--- src/rtl/fifo_uart_tx_if.sv ---
// FIFO-side handshake and serial output bundle for fifo_uart_tx.
// The master modport is the transmitter and the slave modport is its environment.
interface fifo_uart_tx_if #(
  parameter int DATA_WIDTH = 8
);
  logic                  en;
  logic [DATA_WIDTH-1:0] fifo_q;
  logic                  fifo_empty;
  logic                  fifo_ack;
  logic                  txd;
  logic                  busy;

  modport master (
    input  en, fifo_q, fifo_empty,
    output fifo_ack, txd, busy
  );

  modport slave (
    output en, fifo_q, fifo_empty,
    input  fifo_ack, txd, busy
  );
endinterface

--- src/rtl/fifo_uart_tx.sv ---
// UART transmitter draining a show-ahead FIFO.
// Frames run back-to-back while the FIFO holds data and en is set.
module fifo_uart_tx #(
  parameter int DATA_WIDTH   = 8,
  parameter int CLKS_PER_BIT = 434,
  parameter int STOP_BITS    = 1,
  parameter int PARITY_EN    = 0,
  parameter int PARITY_ODD   = 0
) (
  input  logic          clk,
  input  logic          rst,
  input  logic          sclr,
  fifo_uart_tx_if.master bus
);

  localparam int CW = (CLKS_PER_BIT > 1) ? $clog2(CLKS_PER_BIT) : 1;
  localparam int BW = $clog2(DATA_WIDTH + 1);
  localparam logic [CW-1:0] BAUD_MAX = CW'(CLKS_PER_BIT - 1);
  localparam logic [BW-1:0] DATA_MAX = BW'(DATA_WIDTH - 1);
  localparam logic [BW-1:0] STOP_MAX = BW'(STOP_BITS - 1);
  localparam logic          ODD      = (PARITY_ODD != 0);

  typedef enum logic [2:0] {
    IDLE, START, DATA, PARITY, STOP
  } state_t;

  state_t                state;
  logic [CW-1:0]         baud_cnt;
  logic [BW-1:0]         bit_cnt;
  logic [DATA_WIDTH-1:0] shift_reg;
  logic                  par_bit;
  logic                  txd_q;
  logic                  ack_q;
  logic                  busy_q;

  logic baud_wrap;
  logic last_stop;
  logic do_launch;

  assign baud_wrap = (baud_cnt == BAUD_MAX);
  assign last_stop = (state == STOP) && baud_wrap
                  && (bit_cnt == STOP_MAX);
  assign do_launch = bus.en && !bus.fifo_empty
                  && ((state == IDLE) || last_stop);

  assign bus.txd      = txd_q;
  assign bus.fifo_ack = ack_q;
  assign bus.busy     = busy_q;

  always_ff @(posedge clk or posedge rst) begin
    if (rst) begin
      state     <= IDLE;
      baud_cnt  <= '0;
      bit_cnt   <= '0;
      shift_reg <= '0;
      par_bit   <= 1'b0;
      txd_q     <= 1'b1;
      ack_q     <= 1'b0;
      busy_q    <= 1'b0;
    end else if (sclr) begin
      state     <= IDLE;
      baud_cnt  <= '0;
      bit_cnt   <= '0;
      shift_reg <= '0;
      par_bit   <= 1'b0;
      txd_q     <= 1'b1;
      ack_q     <= 1'b0;
      busy_q    <= 1'b0;
    end else begin
      ack_q <= 1'b0;
      if (state != IDLE)
        baud_cnt <= baud_wrap ? '0 : baud_cnt + 1'b1;
      if (do_launch) begin
        state     <= START;
        baud_cnt  <= '0;
        bit_cnt   <= '0;
        shift_reg <= bus.fifo_q;
        par_bit   <= (^bus.fifo_q) ^ ODD;
        txd_q     <= 1'b0;
        ack_q     <= 1'b1;
        busy_q    <= 1'b1;
      end else begin
        unique case (state)
          IDLE: begin
            txd_q  <= 1'b1;
            busy_q <= 1'b0;
          end
          START: if (baud_wrap) begin
            state     <= DATA;
            bit_cnt   <= '0;
            txd_q     <= shift_reg[0];
            shift_reg <= shift_reg >> 1;
          end
          DATA: if (baud_wrap) begin
            if (bit_cnt == DATA_MAX) begin
              bit_cnt <= '0;
              if (PARITY_EN != 0) begin
                state <= PARITY;
                txd_q <= par_bit;
              end else begin
                state <= STOP;
                txd_q <= 1'b1;
              end
            end else begin
              bit_cnt   <= bit_cnt + 1'b1;
              txd_q     <= shift_reg[0];
              shift_reg <= shift_reg >> 1;
            end
          end
          PARITY: if (baud_wrap) begin
            state   <= STOP;
            bit_cnt <= '0;
            txd_q   <= 1'b1;
          end
          STOP: if (baud_wrap) begin
            if (bit_cnt == STOP_MAX) begin
              state  <= IDLE;
              busy_q <= 1'b0;
            end else begin
              bit_cnt <= bit_cnt + 1'b1;
            end
          end
          default: begin
            state  <= IDLE;
            txd_q  <= 1'b1;
            busy_q <= 1'b0;
          end
        endcase
      end
    end
  end

endmodule

--- src/flat_wrapper.sv ---
// flat-port wrapper written by rule: the top's interface ports become plain ports
module fifo_uart_tx_flat 
#(
  parameter int DATA_WIDTH   = 8,
  parameter int CLKS_PER_BIT = 434,
  parameter int STOP_BITS    = 1,
  parameter int PARITY_EN    = 0,
  parameter int PARITY_ODD   = 0
)
  (clk, rst, sclr, bus_en, bus_fifo_q, bus_fifo_empty, bus_fifo_ack, bus_txd, bus_busy);
  fifo_uart_tx_if #(.DATA_WIDTH(DATA_WIDTH)) bus_i ();
  input  logic clk;
  input  logic rst;
  input  logic sclr;
  input wire logic [$bits(bus_i.en)-1:0] bus_en;
  input wire logic [$bits(bus_i.fifo_q)-1:0] bus_fifo_q;
  input wire logic [$bits(bus_i.fifo_empty)-1:0] bus_fifo_empty;
  output wire logic [$bits(bus_i.fifo_ack)-1:0] bus_fifo_ack;
  output wire logic [$bits(bus_i.txd)-1:0] bus_txd;
  output wire logic [$bits(bus_i.busy)-1:0] bus_busy;
  assign bus_i.en = bus_en;
  assign bus_i.fifo_q = bus_fifo_q;
  assign bus_i.fifo_empty = bus_fifo_empty;
  assign bus_fifo_ack = bus_i.fifo_ack;
  assign bus_txd = bus_i.txd;
  assign bus_busy = bus_i.busy;
  fifo_uart_tx #(.DATA_WIDTH(DATA_WIDTH), .CLKS_PER_BIT(CLKS_PER_BIT), .STOP_BITS(STOP_BITS), .PARITY_EN(PARITY_EN), .PARITY_ODD(PARITY_ODD)) u_core (.clk(clk), .rst(rst), .sclr(sclr), .bus(bus_i));
endmodule
--- config.mk ---
export PLATFORM = sky130hd
export DESIGN_NAME = fifo_uart_tx_flat
export DESIGN_NICKNAME = d
export VERILOG_FILES = /design/src/rtl/fifo_uart_tx_if.sv /design/src/rtl/fifo_uart_tx.sv /design/src/flat_wrapper.sv
export SDC_FILE = /design/constraint.sdc
export NUM_CORES = 1
export LEC_CHECK = 0
export CORE_UTILIZATION = 35
export CTS_CLUSTER_SIZE = 24
export DETAILED_ROUTE_END_ITERATION = 10
export PLACE_DENSITY_LB_ADDON = 0.2
export SLEW_MARGIN = 20
export SYNTH_ARGS = -nofsm -noshare
export SYNTH_HDL_FRONTEND = slang
export SYNTH_SLANG_ARGS = --single-unit
--- constraint.sdc ---
create_clock -name clk -period 2.1 [get_ports clk]
set_clock_uncertainty 0.05 [all_clocks]
set_input_delay 0.63 -clock clk [delete_from_list [all_inputs] [get_ports clk]]
set_output_delay 0.63 -clock clk [all_outputs]
set_load 0.01 [all_outputs]
==> run_results.csv, run 1 <==
group,metric,value,unit
status,status,"finished clean",
clock_tree,ctsHoldBuffers,0,
min_path,min_path_type,"reg -> reg",
layout,syn_to_final_growth,31.0,%
layout,final_area,2050,µm²
route,drtPass1Iterations,4,
synthesis,yosys_most_used_dff,"dfrtp_1",
run,maxCapViolations,0,
setup_path,crit_path_start_kind,"flip-flop",
route,ant_nets,0,
die,core_area,4140,µm²
timing,slew_viol_final,0,
timing,fin_crit_sh,97.7,%
synthesis,synth.distinct_cells,46,
layout,fin_util,49.4,%
clock_tree,postCtsSetupBuffers,0,
synthesis,synth_edf_count,0,
die,fp.dieW,68.8,µm
clock_tree,clockBufferDepth,2,
synthesis,yosys-top-cells-area,"dfrtp_1 42%, o21ai_0 6.1%, a21oi_1 5.1%",
synthesis,synth_xor_area_share,2.80,%
clock_tree,cts_buffers,3,
placement,port_buffers,15,
setup_path,crit_arrival,2.15,ns
timing,setup_viol,0,
synthesis,yosysWarnings,0,
synthesis,muxShareOfSynthArea,5.13,%
route,wl,3430,µm
synthesis,synth.net_count,184,
die,die_h,68.8,µm
layout,fillers,403,
setup_path,crit_fanout,8,
clock_tree,cts.clk_slew.worst_paths,0.09,ns
route,dr_total_vias,1362,
placement,placed_area,1980,µm²
clock_tree,cts-htree-levels,1,
die,die_area,4730,µm²
timing,finalCriticalPeriod,2.05,ns
synthesis,synth_area_leader_cell,"dfrtp_1",
clock_tree,cts_tree,"done",
timing,hold_viol_final,0,
setup_path,endpoint_kind,"flip-flop",
power,ir_drop,0.292,mV
route,remaining_drc_errors,0,
setup_path,cp_slowest_stage_delay,0.41,ns
clock_tree,root_buffer,"clkbuf_8",
synthesis,yosys.area_share.adder,3.21,%
route,vias_per_cell,5.28,
synthesis,synth_area,1560,µm²
setup_path,required,2.20,ns
synthesis,yosys.area_share.simple,21.6,%
synthesis,ys_seq_elements,27,
die,rows,23,
layout,n_antenna_cell,0,
synthesis,synthTopCellsByCount,"26 x dfrtp_1, 19 x o21ai_0, 16 x a21oi_1",
layout,multi_input_area,862,µm²
synthesis,synth_top_area_share,41.7,%
timing,worst_slew_pin_slew,0.318,ns
global_routing,grt_pass1_vias,1315,
route,wire_per_inst,13.3,µm
clock_tree,cts_sinks,27,
synthesis,synth_compound_area_share,21.0,%
global_routing,grt_overflow,0,
clock_tree,clock_latency,0.27,ns
global_routing,grt_max_degree,28,
route,drt_iter0_drc,45,
synthesis,synth_top_family_by_area,"simple AND/OR/NAND/NOR gates",
layout,drive_gt1_share,22.1,%
timing,rsz0062_at_grt,"yes",
synthesis,avgSynthCellArea,9.35,µm²
setup_path,cp_cell_sequence,"ha_2, and3b_2, or3b_4, a211oi_4, buf_12, mux2i_1, a21oi_1",
power,leakage,0.000861,µW
global_routing,track_usage,17.0,%
power,p_per_area,483,nW/µm²
die,initial_utilization,37.7,%
layout,largest_reg_flops,9,
setup_path,critPathKind,"reg -> reg",
synthesis,yosysMostFrequentCell,"dfrtp_1",
global_routing,grt_pass1_wl,6020,µm
synthesis,ys_seq_area_share,43.3,%
synthesis,synth_cells,167,
timing,fmax,0.487,GHz
die,num_io_pins,16,
synthesis,ys_async_sr_fraction,100,%
placement,gp_congestion,0.847,
setup_path,cp_slowest_cell,"dfrtp_1",
global_routing,antenna_found_initial,0,
placement,dp_hpwl,2600,µm
layout,seqCellArea,677,µm²
layout,finalNetCount,226,
timing,relSlewSlack,78.2,%
## placed cells by master, fill, tap and decap left out, types with 4 or more instances in the layout
cell             instances
buf_4                   28
dfrtp_1                 26
o21ai_0                 18
a21oi_1                 16
clkdlybuf4s50_1         15
nand2_1                 11
nor2_1                   9
mux2i_1                  8
inv_1                    5
nor3_1                   4
nand4_1                  4
nand3_1                  4
## worst max-delay path: cells and delay by family (launching register included)
family | cells | cell delay (ns)
adder cells (fa/ha/maj) | 1 | 0.19
buffers and inverters | 1 | 0.17
flip-flops | 1 | 0.41
AND/OR/NAND/NOR | 2 | 0.60
multiplexers | 1 | 0.17
AO/OA/AOI/OAI | 2 | 0.33
## worst paths after layout
check | cells after the start | to | startpoint | slack [ns]
setup reg to reg | 7 | u_core.shift_reg[6] | u_core.bit_cnt[0] | 0.05
min in group asynchronous | 3 | u_core.baud_cnt[0] | rst | 0.66
setup / recovery | 7 | u_core.shift_reg[6] | u_core.bit_cnt[0] | 0.05
hold / removal | 1 | u_core.bit_cnt[3] | u_core.bit_cnt[3] | 0.48
max in group asynchronous | 3 | u_core.bus.txd | rst | 1.04
hold reg to reg | 1 | u_core.bit_cnt[3] | u_core.bit_cnt[3] | 0.48
## per-layer routing
layer / vias to the layer above / GRT usage [%] / part of all wire [%]
li1: 694 / - / -
met3: 4 / 2.47 / 2.7
met2: 20 / 25.9 / 45
met1: 644 / 24.9 / 51
met4: 0 / 4.59 / 0.96
met5: - / 0 / 0
## what timing repair did
action / in CTS / in global routing
pin swaps: 1 / 7
gates resized for setup: 0 / 9
endpoints found under the setup margin: 5 / 15
## kinds of logic (layout without fill, tap and decap cells)
group | Yosys count | count (layout)
xor+xnor | 5 | 5
mux | 8 | 8
simple gates | 59 | 59
compound gates | 52 | 52
fa+ha+maj | 4 | 4
flops | 27 | 27
buf+inv | 12 | 53
## power by group
group	switching (µW)	internal (µW)
Clock	159	136
Combinational	72.0	73.5
Sequential	11.2	536
## through the flow
step	instances	hold WS, ns	setup TNS, ns	total power, µW	setup slack [ns]
global route	258	0.502	-0.236	1040	-0.0653
finish	258	0.483	0	988	0.0477
floorplan	167	0.429	0	627	0.0139
CTS	258	0.479	0	1010	0.0169
global placement	254	0.470	-2.16	698	-0.165
detailed placement	254	0.466	-2.88	701	-0.206
## cell type report
type | instances | share of cell area, %
Clock buffer | 4 | 2.20
Inverter | 5 | 0.917
Multi-Input combinational cell | 128 | 42.1
Sequential cell | 27 | 33.1
Tap cell | 50 | 3.06
Timing Repair Buffer | 44 | 18.6
Power figures use the tool's default switching activity.
==> inputs of run 2 (changes only) <==
==> constraint.sdc (replaced) <==
create_clock -name clk -period 2.1 [get_ports clk]
set_clock_uncertainty 0.05 [all_clocks]
set_input_delay 0.42 -clock clk [delete_from_list [all_inputs] [get_ports clk]]
set_output_delay 0.42 -clock clk [all_outputs]
set_load 0.01 [all_outputs]
==> run_results.csv, run 2 (same netlist as run 1, synthesis figures left out) <==
group,metric,value,unit
die,fp.dieW,68.8,µm
timing,worst_slew_pin_slew,0.374,ns
timing,hold_ws,0.438,ns
power,p_per_area,497,nW/µm²
layout,syn_to_final_growth,26.7,%
route,drt_iter0_drc,51,
route,dr_total_vias,1376,
setup_path,crit_arrival,2.17,ns
setup_path,rr_endpoint,"u_core.shift_reg[6]",
global_routing,grt_overflow,0,
die,num_io_pins,16,
die,die_h,68.8,µm
setup_path,r2r_cells,7,
route,ant_nets,0,
setup_path,required,2.21,ns
global_routing,antenna_found_initial,0,
clock_tree,cts-htree-levels,1,
layout,n_antenna_cell,0,
placement,dp_hpwl,2670,µm
route,remaining_drc_errors,0,
timing,worst_slack,0.0398,ns
die,core_area,4140,µm²
setup_path,r2r_slack,0.04,ns
global_routing,grt_pass1_vias,1292,
clock_tree,cts_tree,"done",
route,vias_per_cell,5.50,
placement,dp.cells,246,
global_routing,track_usage,17.4,%
clock_tree,cts.clk_slew.worst_paths,0.10,ns
die,die_area,4730,µm²
clock_tree,clock_latency,0.28,ns
timing,finalCriticalPeriod,2.06,ns
timing,fmax,0.485,GHz
setup_path,crit_fanout,8,
timing,slew_viol_final,0,
die,initial_utilization,37.7,%
layout,drive_gt1_share,17.5,%
layout,fin_util,47.7,%
run,maxCapViolations,0,
timing,relSlewSlack,74.8,%
setup_path,r2r-start,"u_core.bit_cnt[0]",
status,status,"finished clean",
route,wl,3570,µm
clock_tree,clockBufferDepth,2,
clock_tree,root_buffer,"clkbuf_8",
layout,final_cells,250,
route,drtPass1Iterations,4,
placement,dp_slack,-0.0734,ns
placement,port_buffers,15,
timing,rsz0062_at_grt,"yes",
layout,largest_reg_flops,9,
setup_path,endpoint_kind,"flip-flop",
placement,gp_congestion,0.836,
layout,layout_commonest_cell,"dfrtp_1",
timing,setup_viol,0,
layout,finalNetCount,218,
clock_tree,cts_sinks,27,
setup_path,crit_path_start_kind,"flip-flop",
layout,final_cell_mix,"26 x dfrtp_1, 20 x buf_4, 18 x o21ai_0, 16 x a21oi_1, 15 x clkdlybuf4s50_1",
setup_path,critPathKind,"reg -> reg",
clock_tree,cts_buffers,3,
power,ir_drop,0.280,mV
placement,placed_area,1920,µm²
route,wire_per_inst,14.3,µm
global_routing,grt_max_degree,28,
timing,fin_crit_sh,98.1,%
power,leakage,0.000829,µW
layout,final_area,1980,µm²
timing,hold_viol_final,0,
die,rows,23,
min_path,min_path_type,"in -> async",
global_routing,grt_pass1_wl,6070,µm
clock_tree,postCtsSetupBuffers,0,
run 2: layout make-up:
class | count | area (µm²)
Fill cell | 398 | 2170
Multi-Input combinational cell | 128 | 853
Timing Repair Buffer | 36 | 320
Clock inverter | 1 | 5.00
Inverter | 5 | 18.8
Tap cell | 50 | 62.6
Sequential cell | 27 | 677
Clock buffer | 3 | 41.3
run 2: repair_timing:
item / in CTS / in global routing
setup endpoints to repair: 7 / 12
hold buffers: 0 / 0
resized for setup: 1 / 5
pin swaps: 1 / 0
run 2: how the worst max path moves through the flow:
stage          slack (ns)               start                  end
3_3_place_gp        -0.02  u_core.baud_cnt[1]       u_core.bus.txd
5_1_grt             -0.04   u_core.bit_cnt[0]  u_core.shift_reg[5]
2_1_floorplan        0.01   u_core.bit_cnt[0]  u_core.shift_reg[0]
6_report             0.04   u_core.bit_cnt[0]  u_core.shift_reg[6]
3_5_place_dp        -0.07              bus_en  u_core.shift_reg[6]
4_1_cts              0.01   u_core.bit_cnt[0]  u_core.shift_reg[6]
run 2: layer usage:
layer	share of wire, %	global-route usage [%]
met5	0	0
met1	49	25.2
met2	46	26.0
met4	1.7	7.40
met3	3.4	2.14
run 2: where the power goes:
| part | leakage, µW | internal, µW | switching [µW] |
|---|---|---|---|
| clock | 0.0000255 | 133 | 167 |
| sequential | 0.000367 | 536 | 11.1 |
| combinational | 0.000436 | 64.2 | 70.9 |
run 2: worst max-delay path: stages, from the launching register on:
cell and delay, ns:
dfrtp_1 0.40, ha_2 0.20, and3b_1 0.19, or3b_4 0.40
a211oi_4 0.26, buf_12 0.17, mux2i_1 0.20, a21oi_1 0.09
run 2: per-stage QoR:
stage | power (µW) | TNS (ns)
after global routing | 1040 | -0.160
after detailed placement | 692 | -0.199
after floorplan | 627 | 0
final | 982 | 0
after global placement | 689 | -0.0235
after CTS | 994 | 0
